--- src/rtl/modport_counter_pkg.sv ---
// -----------------------------------------------------------------------------
// modport_counter_pkg
// Shared definitions for the loadable up/down counter slice.
//   WIDTH_DEF   : default counter width in bits
//   MAX_VAL_DEF : default terminal value (all ones for WIDTH_DEF)
//   cnt_t       : count/data type at the default width
//   dir_e       : direction encoding of the up_down control
// -----------------------------------------------------------------------------
package modport_counter_pkg;

    localparam int WIDTH_DEF   = 4;
    localparam int MAX_VAL_DEF = (2 ** WIDTH_DEF) - 1;

    typedef logic [WIDTH_DEF-1:0] cnt_t;

    typedef enum logic {
        DOWN = 1'b0,
        UP   = 1'b1
    } dir_e;

endpackage : modport_counter_pkg

--- src/rtl/modport_counter_if.sv ---
// -----------------------------------------------------------------------------
// modport_counter_if
// Bundles the counter control/data signals between a driver and the counter.
//   load    : synchronous parallel-load request
//   up_down : direction select, 1 = up, 0 = down
//   data_in : parallel load value
//   count   : registered counter value
// Modports:
//   master : driver side (drives controls, observes count)
//   slave  : counter side (receives controls, drives count)
// -----------------------------------------------------------------------------
interface modport_counter_if
    import modport_counter_pkg::*;
#(
    parameter int WIDTH = WIDTH_DEF
);

    logic             load;
    logic             up_down;
    logic [WIDTH-1:0] data_in;
    logic [WIDTH-1:0] count;

    modport master (
        output load,
        output up_down,
        output data_in,
        input  count
    );

    modport slave (
        input  load,
        input  up_down,
        input  data_in,
        output count
    );

endinterface : modport_counter_if

--- src/rtl/modport_counter_next_val.sv ---
// -----------------------------------------------------------------------------
// modport_counter_next_val
// Combinational next-state logic of the counter.
//   load_i       : take the (saturated) load value
//   up_down_i    : 1 = wrap-increment, 0 = wrap-decrement
//   data_i       : parallel load value
//   count_i      : current registered count
//   count_next_o : value the register takes at the next clock edge
// Counting range is 0..MAX_VAL; loads above MAX_VAL clamp to MAX_VAL.
// -----------------------------------------------------------------------------
module modport_counter_next_val
    import modport_counter_pkg::*;
#(
    parameter int WIDTH   = WIDTH_DEF,
    parameter int MAX_VAL = (2 ** WIDTH) - 1
) (
    input  logic             load_i,
    input  logic             up_down_i,
    input  logic [WIDTH-1:0] data_i,
    input  logic [WIDTH-1:0] count_i,
    output logic [WIDTH-1:0] count_next_o
);

    localparam logic [WIDTH-1:0] MAX_C = WIDTH'(MAX_VAL);

    always_comb begin
        count_next_o = count_i;
        if (load_i) begin
            // Saturating load keeps the counter inside its legal range
            count_next_o = (data_i > MAX_C) ? MAX_C : data_i;
        end else if (up_down_i == UP) begin
            count_next_o = (count_i == MAX_C) ? '0 : (count_i + 1'b1);
        end else begin
            count_next_o = (count_i == '0) ? MAX_C : (count_i - 1'b1);
        end
    end

endmodule : modport_counter_next_val

--- src/rtl/modport_counter.sv ---
// -----------------------------------------------------------------------------
// modport_counter
// Loadable, wrapping up/down counter with asynchronous active-low reset.
//   clock  : rising-edge clock
//   resetn : asynchronous active-low reset, clears count
//   bus    : slave modport carrying load, up_down, data_in (in) and count (out)
// The counter advances every cycle (no enable); load has priority over
// counting. count comes straight from a register.
// -----------------------------------------------------------------------------
module modport_counter
    import modport_counter_pkg::*;
#(
    parameter int WIDTH   = WIDTH_DEF,
    parameter int MAX_VAL = (2 ** WIDTH) - 1
) (
    input  logic             clock,
    input  logic             resetn,
    modport_counter_if.slave bus
);

    // Reject builds whose terminal value cannot be represented or is empty
    generate
        if ((MAX_VAL < 1) || (MAX_VAL > (2 ** WIDTH) - 1)) begin : g_bad_max
            $error("modport_counter: MAX_VAL out of range 1..2**WIDTH-1");
        end
    endgenerate

    localparam logic [WIDTH-1:0] MAX_C = WIDTH'(MAX_VAL);

    logic [WIDTH-1:0] count_q;
    logic [WIDTH-1:0] count_d;

    modport_counter_next_val #(
        .WIDTH   (WIDTH),
        .MAX_VAL (MAX_VAL)
    ) u_next_val (
        .load_i       (bus.load),
        .up_down_i    (bus.up_down),
        .data_i       (bus.data_in),
        .count_i      (count_q),
        .count_next_o (count_d)
    );

    always_ff @(posedge clock or negedge resetn) begin
        if (!resetn) begin
            count_q <= '0;
        end else begin
            count_q <= count_d;
        end
    end

    assign bus.count = count_q;

`ifndef SYNTHESIS
    // Count is held at zero for as long as reset is asserted
    a_reset_value: assert property (@(posedge clock)
        !resetn |-> (count_q == '0))
        else $error("modport_counter: count not zero in reset");

    a_wrap_up: assert property (@(posedge clock) disable iff (!resetn)
        (!bus.load && bus.up_down && (count_q == MAX_C)) |=> (count_q == '0))
        else $error("modport_counter: up count did not wrap to zero");

    a_wrap_down: assert property (@(posedge clock) disable iff (!resetn)
        (!bus.load && !bus.up_down && (count_q == '0)) |=> (count_q == MAX_C))
        else $error("modport_counter: down count did not wrap to MAX_VAL");

    a_load_sat: assert property (@(posedge clock) disable iff (!resetn)
        (bus.load && (bus.data_in > MAX_C)) |=> (count_q == MAX_C))
        else $error("modport_counter: oversized load not saturated");

    a_count_known: assert property (@(posedge clock) disable iff (!resetn)
        !$isunknown(count_q))
        else $error("modport_counter: count unknown out of reset");

    a_ctrl_known: assert property (@(posedge clock) disable iff (!resetn)
        !$isunknown({bus.load, bus.up_down}))
        else $error("modport_counter: load/up_down unknown out of reset");
`endif

endmodule : modport_counter

--- src/flat_wrapper.sv ---
// flat-port wrapper written by rule: the top's interface ports become plain ports
module modport_counter_flat import modport_counter_pkg::*;
#(
    parameter int WIDTH   = WIDTH_DEF,
    parameter int MAX_VAL = (2 ** WIDTH) - 1
)
  (clock, resetn, bus_load, bus_up_down, bus_data_in, bus_count);
  modport_counter_if #(.WIDTH(WIDTH)) bus_i ();
  input  logic clock;
  input  logic resetn;
  input wire logic [$bits(bus_i.load)-1:0] bus_load;
  input wire logic [$bits(bus_i.up_down)-1:0] bus_up_down;
  input wire logic [$bits(bus_i.data_in)-1:0] bus_data_in;
  output wire logic [$bits(bus_i.count)-1:0] bus_count;
  assign bus_i.load = bus_load;
  assign bus_i.up_down = bus_up_down;
  assign bus_i.data_in = bus_data_in;
  assign bus_count = bus_i.count;
  modport_counter #(.WIDTH(WIDTH), .MAX_VAL(MAX_VAL)) u_core (.clock(clock), .resetn(resetn), .bus(bus_i));
endmodule
--- config.mk ---
export PLATFORM = sky130hd
export DESIGN_NAME = modport_counter_flat
export DESIGN_NICKNAME = d
export VERILOG_FILES = /design/src/rtl/modport_counter_pkg.sv /design/src/rtl/modport_counter_if.sv /design/src/rtl/modport_counter_next_val.sv /design/src/rtl/modport_counter.sv /design/src/flat_wrapper.sv
export SDC_FILE = /design/constraint.sdc
export NUM_CORES = 1
export LEC_CHECK = 0
export CAP_MARGIN = 20
export CORE_AREA = 4 4 41 43
export DETAILED_ROUTE_END_ITERATION = 10
export DIE_AREA = 0 0 45 47
export HOLD_SLACK_MARGIN = 0.15
export PLACE_DENSITY = 0.47
export SLEW_MARGIN = 10
export SYNTH_ARGS = -nofsm -noshare
export SYNTH_HDL_FRONTEND = slang
export SYNTH_SLANG_ARGS = --single-unit
--- constraint.sdc ---
create_clock -name clock -period 1.81 [get_ports clock]
set_clock_uncertainty 0.1 [all_clocks]
set_input_delay 0.362 -clock clock [delete_from_list [all_inputs] [get_ports clock]]
set_output_delay 0.362 -clock clock [all_outputs]
set_load 0.1 [all_outputs]
; Yosys cells after proc, flatten, opt, wreduce, memory -nomap -nowiden
; Index checks and enable logic that the tools add are counted.
[word_totals]
reg_bits = 4
latch_bits = 0
mem_bits_rw = 0
rom_bits = 0
in_bits = 8
output_inout_bits = 4
elab_cells = 11
n_memories = 0
[op_classes]
addsub = 2
n_mul = 0
div_mod_pow = 0
order_cmp = 1
n_eq_ne = 1
shift = 0
mux = 5
n_bitwise = 0
n_reduce_logical = 1
[op_table]
columns = operator, count
row1 = 4-bit two-way mux, 5
row2 = "4-bit by 1-bit adder with 4-bit output, second input constant", 1
row3 = "4-bit equality test, second input constant", 1
row4 = "4-bit > comparator, second input constant", 1
row5 = 4-bit logical NOT, 1
row6 = "4-bit by 1-bit subtractor with 4-bit output, second input constant", 1

; Depth between registers and ports, before layout
[logic_depth]
word_depth = 4
ltp_mapped = 6
ltp_nobuf = 6

; Modules after synthesis
; A second synthesis with hierarchy kept.
[unflattened]
hier_cells = 33
hier_area_um2 = 286.5
[by_module_without_submodules]
columns = mod, instances, cells_each, area_per_inst_um2, seq_area_each_um2
row1 = modport_counter_next_val, 1, 29, 186.4, 0.0
row2 = modport_counter, 1, 4, 100.1, 100.1

; Worst setup path after synthesis
; No wires, ideal clock.
[synth_path]
path_kind = flip-flop to flip-flop
from = register u_core.count_q[0], in the netlist u_core.bus.count[0]
to = register u_core.count_q[3], in the netlist u_core.bus.count[3]
setup_time_ns = 0.130
t_arrival_ns = 1.888
t_required_ns = 1.580
slack_ns = -0.308
stages_incl_launch_ff = 7
n_path_buf = 0
period_less_slack_ns = 2.118
cell_sequence = dfrtp_1 > inv_1 > ha_1 > nor2_1 > o21ai_0 > a311oi_1 > nor3_1
[synth_via]
elab_chain_len = 4
elab_cells_between_ends = 8
classes_between = add/sub (2) / eq/ne (1) / mux (4) / reduce/logical (1)
[synth_lines]
columns = item, line_no
row1 = start: declaration, modport_counter.sv:30  ; logic [WIDTH-1:0] count_q;
row2 = start signal: assignment, modport_counter.sv:48  ; count_q <= count_d;
row3 = 4-bit by 1-bit subtractor with 4-bit output (tied with other cells), modport_counter_next_val.sv:34  ; count_next_o = (count_i == '0) ? MAX_C : (count_i - 1'b1);
row4 = 4-bit two-way mux (on tied branches), "modport_counter_next_val.sv:34, modport_counter_next_val.sv:32"
row5 = 4-bit two-way mux *, modport_counter_next_val.sv:31  ; end else if (up_down_i == UP) begin
row6 = 4-bit two-way mux *, modport_counter_next_val.sv:28  ; if (load_i) begin
row7 = via u_core.count_d[3], modport_counter.sv:31  ; logic [WIDTH-1:0] count_d;
; Mark *: on every way through the listed nets, which the timed path passes. The rest lies on a longest branch.

; Worst setup path in the final report
[layout_path]
from = register u_core.count_q[0], in the netlist u_core.bus.count[0]
to = register u_core.count_q[0], in the netlist u_core.bus.count[0]
; Same word-level chain as after synthesis.

==> results.md <==
### Drt
* 4 — count of TritonRoute iterations in the first routing pass
* 12.0 µm — WL per Instance
* 295 — Via Count
* 0 — remaining number of nets flagged by the antenna check after routing
* 771 µm — wire length reported by the detailed router
* 6 — Iter 0 DRT Violations
* 4.61 — via density per instance
* 0 — # DRC

### Global routing
* 301 — via count of the first global-routing pass
* 0 — Congestion Overflow GR
* 8.08% — global-route usage over all layers
* 10 — maximum number of pins on one net before global-route repair
* 1210 µm — wire length of the first global-routing pass
* 0 — number of antenna violations at the first check in global routing

### Setup path
* 1.67 ns — data arrival time at the worst-slack endpoint
* flip-flop — endpoint kind of the worst setup timing path
* flip-flop — startpoint type of the worst setup path
* 0.46 ns — max incr delay on CP
* u_core.bus.count[0]$_DFF_PN0_ — Crit Reg-Reg Endpoint
* sky130_fd_sc_hd__dfrtp_2 — cell at the slowest stage of the critical path
* 7 — largest fanout of any net on the critical path
* 0.19 ns — slack of the worst reg-to-reg path
* inv_1, ha_1, or3b_1, a21oi_1, nor3_1, a21oi_1 — list of cells traversed by the critical path
* u_core.bus.count[0]$_DFF_PN0_ — crit path launch
* 1.86 ns — worst path required time
* flip-flop to flip-flop — CP Class
* 6 — Register-to-Register Path Depth
* u_core.bus.count[0]$_DFF_PN0_ — R2R Path Start
* u_core.bus.count[0]$_DFF_PN0_ — Setup crit end
* sky130_fd_sc_hd__a21oi_1 — most frequent cell on the critical path

### Clock tree
* 1 — number of H-tree branching levels
* built — TritonCTS clock tree
* 2 — clock buffer depth
* 3 — Inserted Clock Buffers
* 0 — hold buffer count at cts
* 0.04 ns — clock slew at the register clock pins of the worst setup and hold paths
* 0.23 ns — clock latency at the later pin of the worst-skew pair
* 4 — total number of clock tree sinks
* 0 — number of setup buffers added after CTS
* sky130_fd_sc_hd__clkbuf_4 — clk root buf
* 0 — count of cells resized by post-cts repair

### Cells and area
* 493 µm² — design area
* 0 — diode insertion count for antenna repair
* 104 µm² — Sequential cell area
* 37.9% — share of the core filled with cells
* 60 — number of nets at the end of the flow
* 138 — number of inserted filler cells in the final layout
* 175 µm² — combined area of the multi-input logic cells
* 22.4% — share of cells above drive strength 1
* 67.7% — synth-to-layout area growth
* 4 — max reg flops

### Synth
* sky130_fd_sc_hd__dfrtp_1 — leading cell type by number of instances after synthesis
* sky130_fd_sc_hd__dfrtp_1 — cell accounting for the most synthesized area
* 100% — ys async rst share
* 8.65 µm² — average instance area after synthesis
* sky130_fd_sc_hd__dfrtp_1 — main flop type after synthesis
* 34.0% — share of synthesized area occupied by flip-flops and latches
* sky130_fd_sc_hd__dfrtp_1, sky130_fd_sc_hd__inv_1, sky130_fd_sc_hd__nand2_1, sky130_fd_sc_hd__o21ai_0 — Synth top cells by count
* 0 — number of enable-type register cells in the synthesized netlist
* 294 µm² — cell area after synthesis
* 34.0% — fraction of synthesized cell area taken by the top area cell type
* 0 — synth warn
* 4 — flop and latch count out of synthesis
* 18 — Netlist cell types
* 44 — Syn Nets
* 34 — Mapped Cells
* sky130_fd_sc_hd__dfrtp_1, sky130_fd_sc_hd__ha_1, sky130_fd_sc_hd__mux2i_1 — cells taking the most area after synthesis

### Floorplan
* 13 — Cell Rows
* 1300 µm² — core region area
* 47 µm — height of the chip
* 22.6% — initial core utilization
* 45 µm — width of the chip
* 12 — count of boundary I/O pins
* 2120 µm² — overall die area

### Worst hold path
* input pin to asynchronous set/reset pin — path class of the lowest-slack min-delay path

### STA
* false — RSZ-0062 raised after global routing
* 0.231 ns — hold slack final
* 0.298 ns — worst slew pin tran
* 0 — Fin. Hold Viols
* 0 — final setup vio count
* 0 ns — final total negative setup slack
* 619 MHz — f_max
* 0 — max-slew violation total from the final report
* 89.2% — share of the clock period used by the worst path after layout
* 80.1% — worst max-slew margin expressed relative to the limit
* 1.62 ns — final critical-path required period

### Run
* 0 — max-capacitance violation count

### Place
* 467 µm² — placed cell areas
* 622 µm — DPL Wire Length
* 11 — number of buffers added on ports
* 0.839 — routability congestion estimate

### Power and ir drop
* 1170 nW/µm² — areal power density over the cells
* 0.000214 µW — leakage dissipation
* 0.407 mV — highest ir drop seen on vdd

### Run status
* completed — run status

==> where the power goes <==
part / total [µW] / internal (µW) / leakage [µW] / switching [µW]
registers: 146 / 109 / 0.0000435 / 36.9
clock network: 120 / 82.8 / 0.0000150 / 37.1
logic: 309 / 122 / 0.000156 / 187
total: 575 / 314 / 0.000214 / 261
==> per-stage QoR <==
| stage | total power, µW | worst slack [ns] | cells |
|---|---|---|---|
| final | 575 | 0.195 | 64 |
| after global routing | 602 | 0.104 | 64 |
| after CTS | 581 | 0.180 | 64 |
| after detailed placement | 456 | 0.0895 | 60 |
| after global placement | 451 | 0.132 | 60 |
| after floorplan | 332 | 0.0368 | 34 |
==> kinds of logic (layout without fill, tap and decap cells) <==
kind of cell	Yosys count	count (layout)	share of synthesized area, %
simple gates	13	13	24.7
buf+inv	4	19	6.38
compound gates	7	7	13.6
xor+xnor	2	2	5.96
fa+ha+maj	2	2	8.51
mux	2	2	6.81
flops	4	4	34.0
==> critical path: cells and delay by family, from the launching register on <==
kind | cells | cell delay [ns]
and+or+nand+nor | 2 | 0.42
DFF | 1 | 0.46
adders and majority gates | 1 | 0.19
buffers and inverters | 1 | 0.09
AOI/OAI and AO/OA | 2 | 0.27
==> area by class of cell <==
type                            instances  share of cell area (%)
Clock buffer                            4                    5.33
Inverter                                3                    2.28
Timing Repair Buffer                   12                    32.0
Multi-Input combinational cell         26                    35.5
Sequential cell                         4                    21.1
Tap cell                               15                    3.81
==> worst min-delay path by stage <==
| stage | startpoint | end | slack [ns] | cells past startpoint |
|---|---|---|---|---|
| 2_1_floorplan | resetn | u_core.bus.count[0]$_DFF_PN0_ | -0.03 | 0 |
| 3_3_place_gp | resetn | u_core.bus.count[2]$_DFF_PN0_ | 0.48 | 1 |
| 3_5_place_dp | resetn | u_core.bus.count[2]$_DFF_PN0_ | 0.49 | 1 |
| 4_1_cts | resetn | u_core.bus.count[1]$_DFF_PN0_ | 0.24 | 1 |
| 5_1_grt | resetn | u_core.bus.count[1]$_DFF_PN0_ | 0.24 | 1 |
| 6_report | resetn | u_core.bus.count[0]$_DFF_PN0_ | 0.23 | 1 |
==> routing by layer <==
metal | wire length [µm] | track usage (%) | vias to the layer above
met2 | 422 | 15.5 | 11
li1 | - | - | 146
met4 | 0 | 5.26 | 0
met5 | 0 | 0 | -
met3 | 50 | 1.53 | 0
met1 | 299 | 7.80 | 138
==> layout by cell type, fill, tap and decap left out, types with 3 or more instances in the layout <==
master and instances:
sky130_fd_sc_hd__clkbuf_4 3, sky130_fd_sc_hd__o21ai_0 3, sky130_fd_sc_hd__nand2_1 3, sky130_fd_sc_hd__inv_1 3, sky130_fd_sc_hd__dfrtp_2 3, sky130_fd_sc_hd__buf_12 4, sky130_fd_sc_hd__clkdlybuf4s50_1 7
(Power assumes the default switching activity.)
